<file path="config.mk">
export PLATFORM = sky130hd
export DESIGN_NAME = exec_scheduler
export DESIGN_NICKNAME = d
export VERILOG_FILES = /design/src/rtl/exec_sched_pkg.sv /design/src/rtl/exec_scheduler_tick_divider.sv /design/src/rtl/exec_scheduler.sv
export SDC_FILE = /design/constraint.sdc
export NUM_CORES = 1
export LEC_CHECK = 0
export ABC_AREA = 1
export CORE_ASPECT_RATIO = 1.75
export CORE_MARGIN = 3
export CORE_UTILIZATION = 40
export CTS_BUF_LIST = sky130_fd_sc_hd__clkbuf_8
export DETAILED_ROUTE_END_ITERATION = 8
export PLACE_DENSITY = 0.65
export SETUP_SLACK_MARGIN = 0.2
export SLEW_MARGIN = 0
export SYNTH_ARGS = -nofsm -noshare
export SYNTH_HDL_FRONTEND = slang
export SYNTH_SLANG_ARGS = --single-unit
</file>
<file path="constraint.sdc">
create_clock -name Clk -period 1.7 [get_ports Clk]
set_clock_uncertainty 0.15 [all_clocks]
set_input_delay 0.255 -clock Clk [delete_from_list [all_inputs] [get_ports Clk]]
set_output_delay 0.255 -clock Clk [all_outputs]
set_load 0.02 [all_outputs]
</file>
<file path="src/rtl/exec_sched_pkg.sv">
// Shared types and defaults for the pushbutton CPU issue scheduler.
package exec_sched_pkg;

   typedef enum logic [1:0] {
      ST_HALT  = 2'd0,
      ST_RUN   = 2'd1,
      ST_STEP  = 2'd2,
      ST_BREAK = 2'd3
   } sched_state_e;

   localparam int          CNT_W_DEF   = 24;
   localparam logic [23:0] CNT_MAX_DEF = 24'd12500000;

endpackage

</file>
<file path="src/rtl/exec_scheduler_tick_divider.sv">
// Free-running issue-rate divider; tick is high for one cycle per period.
module tick_divider #(
   parameter int               CNT_W   = 24,
   parameter logic [CNT_W-1:0] CNT_MAX = '1
) (
   input  logic Clk,
   input  logic Reset_n,
   output logic tick
);

   logic [CNT_W-1:0] r_cnt;
   logic             w_wrap;

   assign w_wrap = (r_cnt == CNT_MAX);
   assign tick   = w_wrap;

   always_ff @(posedge Clk) begin
      if (!Reset_n) begin
         r_cnt <= '0;
      end else if (w_wrap) begin
         r_cnt <= '0;
      end else begin
         r_cnt <= r_cnt + 1'b1;
      end
   end

endmodule

</file>
<file path="src/rtl/exec_scheduler.sv">
// Issue scheduler: owns the CPU Go strobe and run/halt/step/break modes.
module exec_scheduler
   import exec_sched_pkg::*;
#(
   parameter logic [23:0] CNT_MAX   = CNT_MAX_DEF,
   parameter int          CNT_W     = CNT_W_DEF,
   parameter bit          START_RUN = 1'b1
) (
   input  logic        Clk,
   input  logic        Reset_n,
   input  logic        Turbo,
   input  logic        RunReq,
   input  logic        HaltReq,
   input  logic        StepReq,
   input  logic        BkptEn,
   input  logic [7:0]  BkptAddr,
   input  logic [7:0]  IP,
   output logic        Go,
   output logic [1:0]  State,
   output logic        Halted,
   output logic [15:0] InstrCnt
);

   localparam sched_state_e RST_ST = START_RUN ? ST_RUN : ST_HALT;

   sched_state_e r_state;
   sched_state_e w_nxt;
   logic         r_skip;
   logic         w_skip_nxt;
   logic [15:0]  r_icnt;
   logic         w_tick;
   logic         w_hit;
   logic         w_issue;
   logic         w_go;

   tick_divider #(
      .CNT_W   (CNT_W),
      .CNT_MAX (CNT_W'(CNT_MAX))
   ) u_div (
      .Clk     (Clk),
      .Reset_n (Reset_n),
      .tick    (w_tick)
   );

   assign w_hit   = BkptEn & (IP == BkptAddr) & ~r_skip;
   assign w_issue = w_tick | Turbo;

   // Requests never reach Go; they only steer the next state.
   assign w_go = Reset_n &
                 (((r_state == ST_RUN) & w_issue & ~w_hit) |
                  (r_state == ST_STEP));

   always_comb begin
      w_nxt      = r_state;
      w_skip_nxt = r_skip;
      unique case (r_state)
         ST_RUN: begin
            if (HaltReq) begin
               w_nxt = ST_HALT;
            end else if (w_issue & w_hit) begin
               w_nxt = ST_BREAK;
            end
            if (w_go) begin
               w_skip_nxt = 1'b0;
            end
         end
         ST_HALT, ST_BREAK: begin
            if (HaltReq & (r_state == ST_BREAK)) begin
               w_nxt = ST_HALT;
            end else if (StepReq) begin
               w_nxt = ST_STEP;
            end else if (RunReq) begin
               w_nxt      = ST_RUN;
               w_skip_nxt = 1'b1;
            end
         end
         ST_STEP: begin
            w_nxt = ST_HALT;
         end
      endcase
   end

   always_ff @(posedge Clk) begin
      if (!Reset_n) begin
         r_state <= RST_ST;
         r_skip  <= 1'b0;
      end else begin
         r_state <= w_nxt;
         r_skip  <= w_skip_nxt;
      end
   end

   always_ff @(posedge Clk) begin
      if (!Reset_n) begin
         r_icnt <= '0;
      end else if (w_go && (r_icnt != 16'hFFFF)) begin
         r_icnt <= r_icnt + 16'd1;
      end
   end

   assign Go       = w_go;
   assign State    = r_state;
   assign Halted   = (r_state == ST_HALT) | (r_state == ST_BREAK);
   assign InstrCnt = r_icnt;

endmodule

</file>
# Yosys cells after proc, flatten, opt, wreduce, memory -nomap -nowiden

Cells that the tools add are included.

Register bits: 43
Latch bits: 0
Bits in writable memories: 0
Memory bits (read-only): 0
Bits of input ports: 23
Output and inout port bits: 20
Word-level logic and storage cells: 49
Memories: 0

Add/sub/neg operators: 2
$mul: 0
Divide/modulo/power cells: 0
Magnitude comparators: 0
Equal/unequal tests: 12
Shift-type cells: 0
Multiplexer cells: 11
Bitwise gates (word level): 13
Reductions and logical operators: 7

Operator list:

| operator              | count |
|---|---|
| $add 24x1->24 const B | 1 |
| $eq 24x24->1 const B  | 1 |
| $add 16x1->16 const B | 1 |
| $ne 16x16->1 const B  | 1 |
| $mux 2                | 5 |
| $eq 8x8->1            | 1 |
| $ne 2x2->1 const B    | 4 |
| $and 1x1->1           | 7 |
| $pmux 2 s3            | 1 |
| $reduce_and 5->1      | 1 |
| $eq 2x2->1 const B    | 2 |
| $mux 1                | 4 |
| $ne 4x4->1 const B    | 1 |
| $reduce_or 2->1       | 2 |
| $ne 3x2->1 const B    | 1 |
| $not 1->1             | 3 |
| $or 1x1->1            | 3 |
| $eq 2x1->1 const B    | 1 |
| $logic_not 2->1       | 1 |
| $pmux 1 s2            | 1 |
| $reduce_and 2->1      | 1 |
| $reduce_bool 2->1     | 1 |
| $logic_and 1x1->1     | 1 |

# Longest topological paths before layout

Depth after elaboration: 9
Gate-level depth with buffers: 14
Depth with buffers taken out: 14

# Hierarchy

Synthesis repeated with hierarchy kept, for this count alone.

Cells, all modules: 412
Area total of the unflattened synthesis: 2750.1 sq um

Modules (own cells, without submodules):

| module         | times used | cells an instance | area each (sq um) | seq. area each (sq um) |
|---|---|---|---|---|
| exec_scheduler | 1          | 211               | 1401.3            | 380.4 |
| tick_divider   | 1          | 201               | 1348.8            | 480.5 |

# Worst setup path before layout

OpenSTA, ideal clock, no wires.

Path kind: reg2reg
Start: register r_icnt[0] (netlist: InstrCnt[0])
End: register r_icnt[10] (netlist: InstrCnt[10])
Arrival: 1.686 ns
Data required time: 1.418 ns
Path slack: -0.269 ns
Stages on the path, launching flop included: 10
Path buffers: 1
Clock period less this slack: 1.969 ns
Cell sequence: dfxtp_1 -> ha_1 -> nand3_1 -> nor2_2 -> nand2_2 -> nor2_4 -> nand4_4 -> clkbuf_1 -> nand4_1 -> a21oi_1

Word-level cells in the longest chain between the ends: 2

RTL lines:

| what                                                                  | RTL line             | source |
|---|---|---|
| start: declaration                                                    | exec_scheduler.sv:30 | `logic [15:0] r_icnt;` |
| start signal: assignment                                              | exec_scheduler.sv:97 | `r_icnt <= r_icnt + 16'd1;` |
| parallel branches: the longest is 2 deep, another holds $add 16x1->16 | n/a                  |  |

Parallel ways; which one is timed is not known.
A chain may end at the register's enable or synchronous reset.

# Final worst setup path

Start: register u_div.r_cnt[5]
End: output port Go

Word-level cells in the longest chain between the ends: 6

RTL lines:

| what                      | RTL line                          | source |
|---|---|---|
| start: declaration        | exec_scheduler_tick_divider.sv:11 | `logic [CNT_W-1:0] r_cnt;` |
| start signal: assignment  | exec_scheduler_tick_divider.sv:23 | `r_cnt <= r_cnt + 1'b1;` |
| $eq 24x24->1              | exec_scheduler_tick_divider.sv:14 | `assign w_wrap = (r_cnt == CNT_MAX);` |
| $or 1x1->1                | exec_scheduler.sv:46              | `assign w_issue = w_tick \| Turbo;` |
| $and 1x1->1 (2 in series) | exec_scheduler.sv:50              | `(((r_state == ST_RUN) & w_issue & ~w_hit) \|` |
| $or 1x1->1                | exec_scheduler.sv:50              |  |
| $and 1x1->1               | exec_scheduler.sv:49              | `assign w_go = Reset_n &` |
| end: declaration          | exec_scheduler.sv:18              | `output logic Go,` |

Every way passes these cells.

==> impl_metrics.json <==
{
  "dr.pass1.iters": 4,
  "yosysTopAreaCellShare_pct": 33.56,
  "port_buffers": 42,
  "synth_top_area_cell": "dfxtp_1",
  "drt-initial-drc-count": 128,
  "finalSetupViolations": 36,
  "drive_gt1_share_pct": 46.97,
  "cp.buffers_inverters": 3,
  "setup_slack_ns": -0.3055,
  "ir_worst_vdd_mv": 0.4336,
  "ys_ff_latch": 43,
  "async_flop_share_pct": 0,
  "ys.flop_type": "dfxtp_1",
  "viasPerCell": 4.951,
  "grt.total_usage_pct": 22.94,
  "synthToLayoutAreaGrowth_pct": 71.07,
  "rrSetupSlack_ns": -0.27,
  "yosysSeqAreaShare_pct": 33.56,
  "max_stage_delay_ns": 0.34,
  "placed_area_sq_mm": 0.003701,
  "placementRows": 38,
  "finalMaxSlewViolations": 0,
  "tightest_slew_ns": 0.2756,
  "route.detailed.drc": 0,
  "avgSynthCellArea_sq_um": 6.628,
  "synth_edf_count": 0,
  "yosys-top-cells-count": "nand2_1 (91), inv_1 (59), nor2_1 (51)",
  "status": "finished with violations",
  "r2r_start": "u_div.r_cnt[5]",
  "critical_path.reg2reg.endpoint": "InstrCnt[2]",
  "routabilityCongestion": 0.8453,
  "synth_nets": 416,
  "hp-start": "InstrCnt[7]",
  "cp-start-kind": "register",
  "rsz0062_at_grt": "true",
  "crit_path_end_kind": "output pin",
  "reg2reg_depth": 14,
  "arrival_ns": 1.60,
  "setup_tns_ns": -5.498,
  "worstSetupPathType": "reg -> out",
  "whs_ns": 0.3481,
  "vias": 3010,
  "nets": 556,
  "crit_chain": "inv_2 > nor2_2 > nand2_1 > nor2_2 > nand3_2 > nand2_2 > nand3_2 > nand2_4 > nand2_4 > inv_4 > buf_6",
  "grt_pass1_wl_um": 13300,
  "cts_tree": "built",
  "start_util_pct": 41.18,
  "clk_path_buf_depth": 2,
  "routed_wl_um": 8183,
  "timing.fmax_ghz": 0.4986,
  "hp-class": "reg -> reg",
  "diodes": 0,
  "die_h_um": 111.9,
  "hold_violations": 0,
  "synth_area_leaders": "dfxtp_1 (34%), nand2_1 (13%), inv_1 (8.6%)",
  "fin_area_sq_mm": 0.004388,
  "critPathTopFamily": "simple AND/OR/NAND/NOR gates",
  "synth_cells": 387,
  "synth_warnings": 0,
  "grt_remaining_overflow": 0,
  "maxCapViolCount": 0,
  "worstPathMaxFanout": 2,
  "cp.required_ns": 1.29,
  "grt_max_degree": 19,
  "synth_area_sq_mm": 0.002565,
  "die-area_sq_mm": 0.007447,
  "power_density_mw_per_mm2": 589.6,
  "numClockSinks": 43,
  "core_area_sq_mm": 0.006228,
  "violations": "setup timing",
  "dpl.hpwl_um": 5582,
  "finalCriticalPeriod_ns": 2.005,
  "critPathSlowestCell": "dfxtp_2",
  "hold_buffers": 0,
  "cts_inserted_buffers": 5,
  "min_path_cells": 2,
  "insertion_delay_ns": 0.32,
  "antenna_found_initial": 0,
  "clkTransAtPathRegs_ns": 0.09,
  "hold_end": "InstrCnt[7]",
  "synth_most_common_cell": "nand2_1",
  "die_w_um": 66.53,
  "io_pins": 43,
  "timing.final.crit_share_pct": 118.0,
  "cts_root_buf": "clkbuf_8",
  "ant_nets": 0,
  "relSlewSlack_pct": 81.63,
  "htreeDepth": 2,
  "wl_per_cell_um": 13.46,
  "ys_types": 27,
  "leakage_nw": 1.976,
  "grt_pass1_vias": 3102
}
cells in the final DEF, fill, tap and decap left out, types with 8 or more instances in the layout:
cell	n
buf_6	25
nor2_4	9
dfxtp_1	19
a21oi_1	16
buf_4	73
nor2_2	9
nand3_2	13
dfxtp_2	17
nor2_1	41
clkdlybuf4s50_1	19
nand2_4	8
nand2_1	64
inv_1	51
a21oi_2	10
nand2_2	23
xor2_1	13
clkbuf_2	9
nand4_1	22
xnor2_1	9
worst max-delay path by stage:
stage	from	endpoint	cells past startpoint
2_1_floorplan	InstrCnt[0]	InstrCnt[11]	10
3_3_place_gp	IP[3]	Go	12
3_5_place_dp	BkptAddr[3]	Go	12
4_1_cts	u_div.r_cnt[0]	Go	11
5_1_grt	u_div.r_cnt[10]	Go	11
6_report	u_div.r_cnt[5]	Go	11
state kept, by name, indices dropped and copies added (netlist names):
name,flops
State,2
u_div.r_cnt,24
r_skip,1
InstrCnt,16
timing repair:
| item | CTS | global route |
|---|---|---|
| pin swaps | 38 | 28 |
| buffers inserted | 23 | 9 |
| gates cloned | 2 | 0 |
| setup endpoints to repair | 63 | 58 |
| gates resized for setup | 114 | 65 |
power breakdown:
| group | leakage [nW] | internal (mW) | total (mW) | switching [mW] |
|---|---|---|---|---|
| Combinational | 1.57 | 0.405 | 0.822 | 0.417 |
| Sequential | 0.361 | 1.05 | 1.08 | 0.0384 |
| Clock | 0.0488 | 0.289 | 0.681 | 0.392 |
| Total | 1.98 | 1.74 | 2.59 | 0.848 |
metrics by stage:
step	cells	setup WS, ns	power (mW)	util [%]
after floorplan	387	-0.05143	1.469	-
after global placement	566	-0.7211	1.710	59.42
after detailed placement	566	-0.7643	1.718	59.42
after CTS	599	-0.3055	2.554	67.64
after global routing	608	-0.4131	2.728	70.45
final	608	-0.3055	2.587	70.45
per-layer routing:
metal  vias to the layer above  GRT usage (%)  wire [um]
met5                         -              0          0
met4                         0          14.65        391
met3                        35          3.835        241
met2                        68          44.19       4737
met1                      1393          20.52       2812
li1                       1514              -          -
cell type report:
type | instances | area [sq um]
Clock buffer | 5 | 68.82
Clock inverter | 3 | 17.52
Fill cell | 497 | 1841
Inverter | 61 | 239.0
Multi-Input combinational cell | 277 | 1867
Sequential cell | 43 | 908.4
Tap cell | 80 | 100.1
Timing Repair Buffer | 139 | 1187
cells by family (layout without fill, tap and decap cells):
kind of cell | Yosys count | after routing | synth area share [%]
AO/OA/AOI/OAI | 34 | 34 | 6.927
XOR/XNOR | 22 | 22 | 7.512
adder cells (fa/ha/maj) | 6 | 6 | 2.927
flip-flops | 43 | 43 | 33.56
buffers and inverters | 68 | 208 | 10.39
AND/OR/NAND/NOR | 214 | 215 | 38.68
tightest hold or removal path, stage by stage, from the launching register on:
cell and delay [ns]:
dfxtp_2 0.35, nand2_2 0.07, a21oi_2 0.05
No activity file was read; power rests on OpenSTA's default activity.
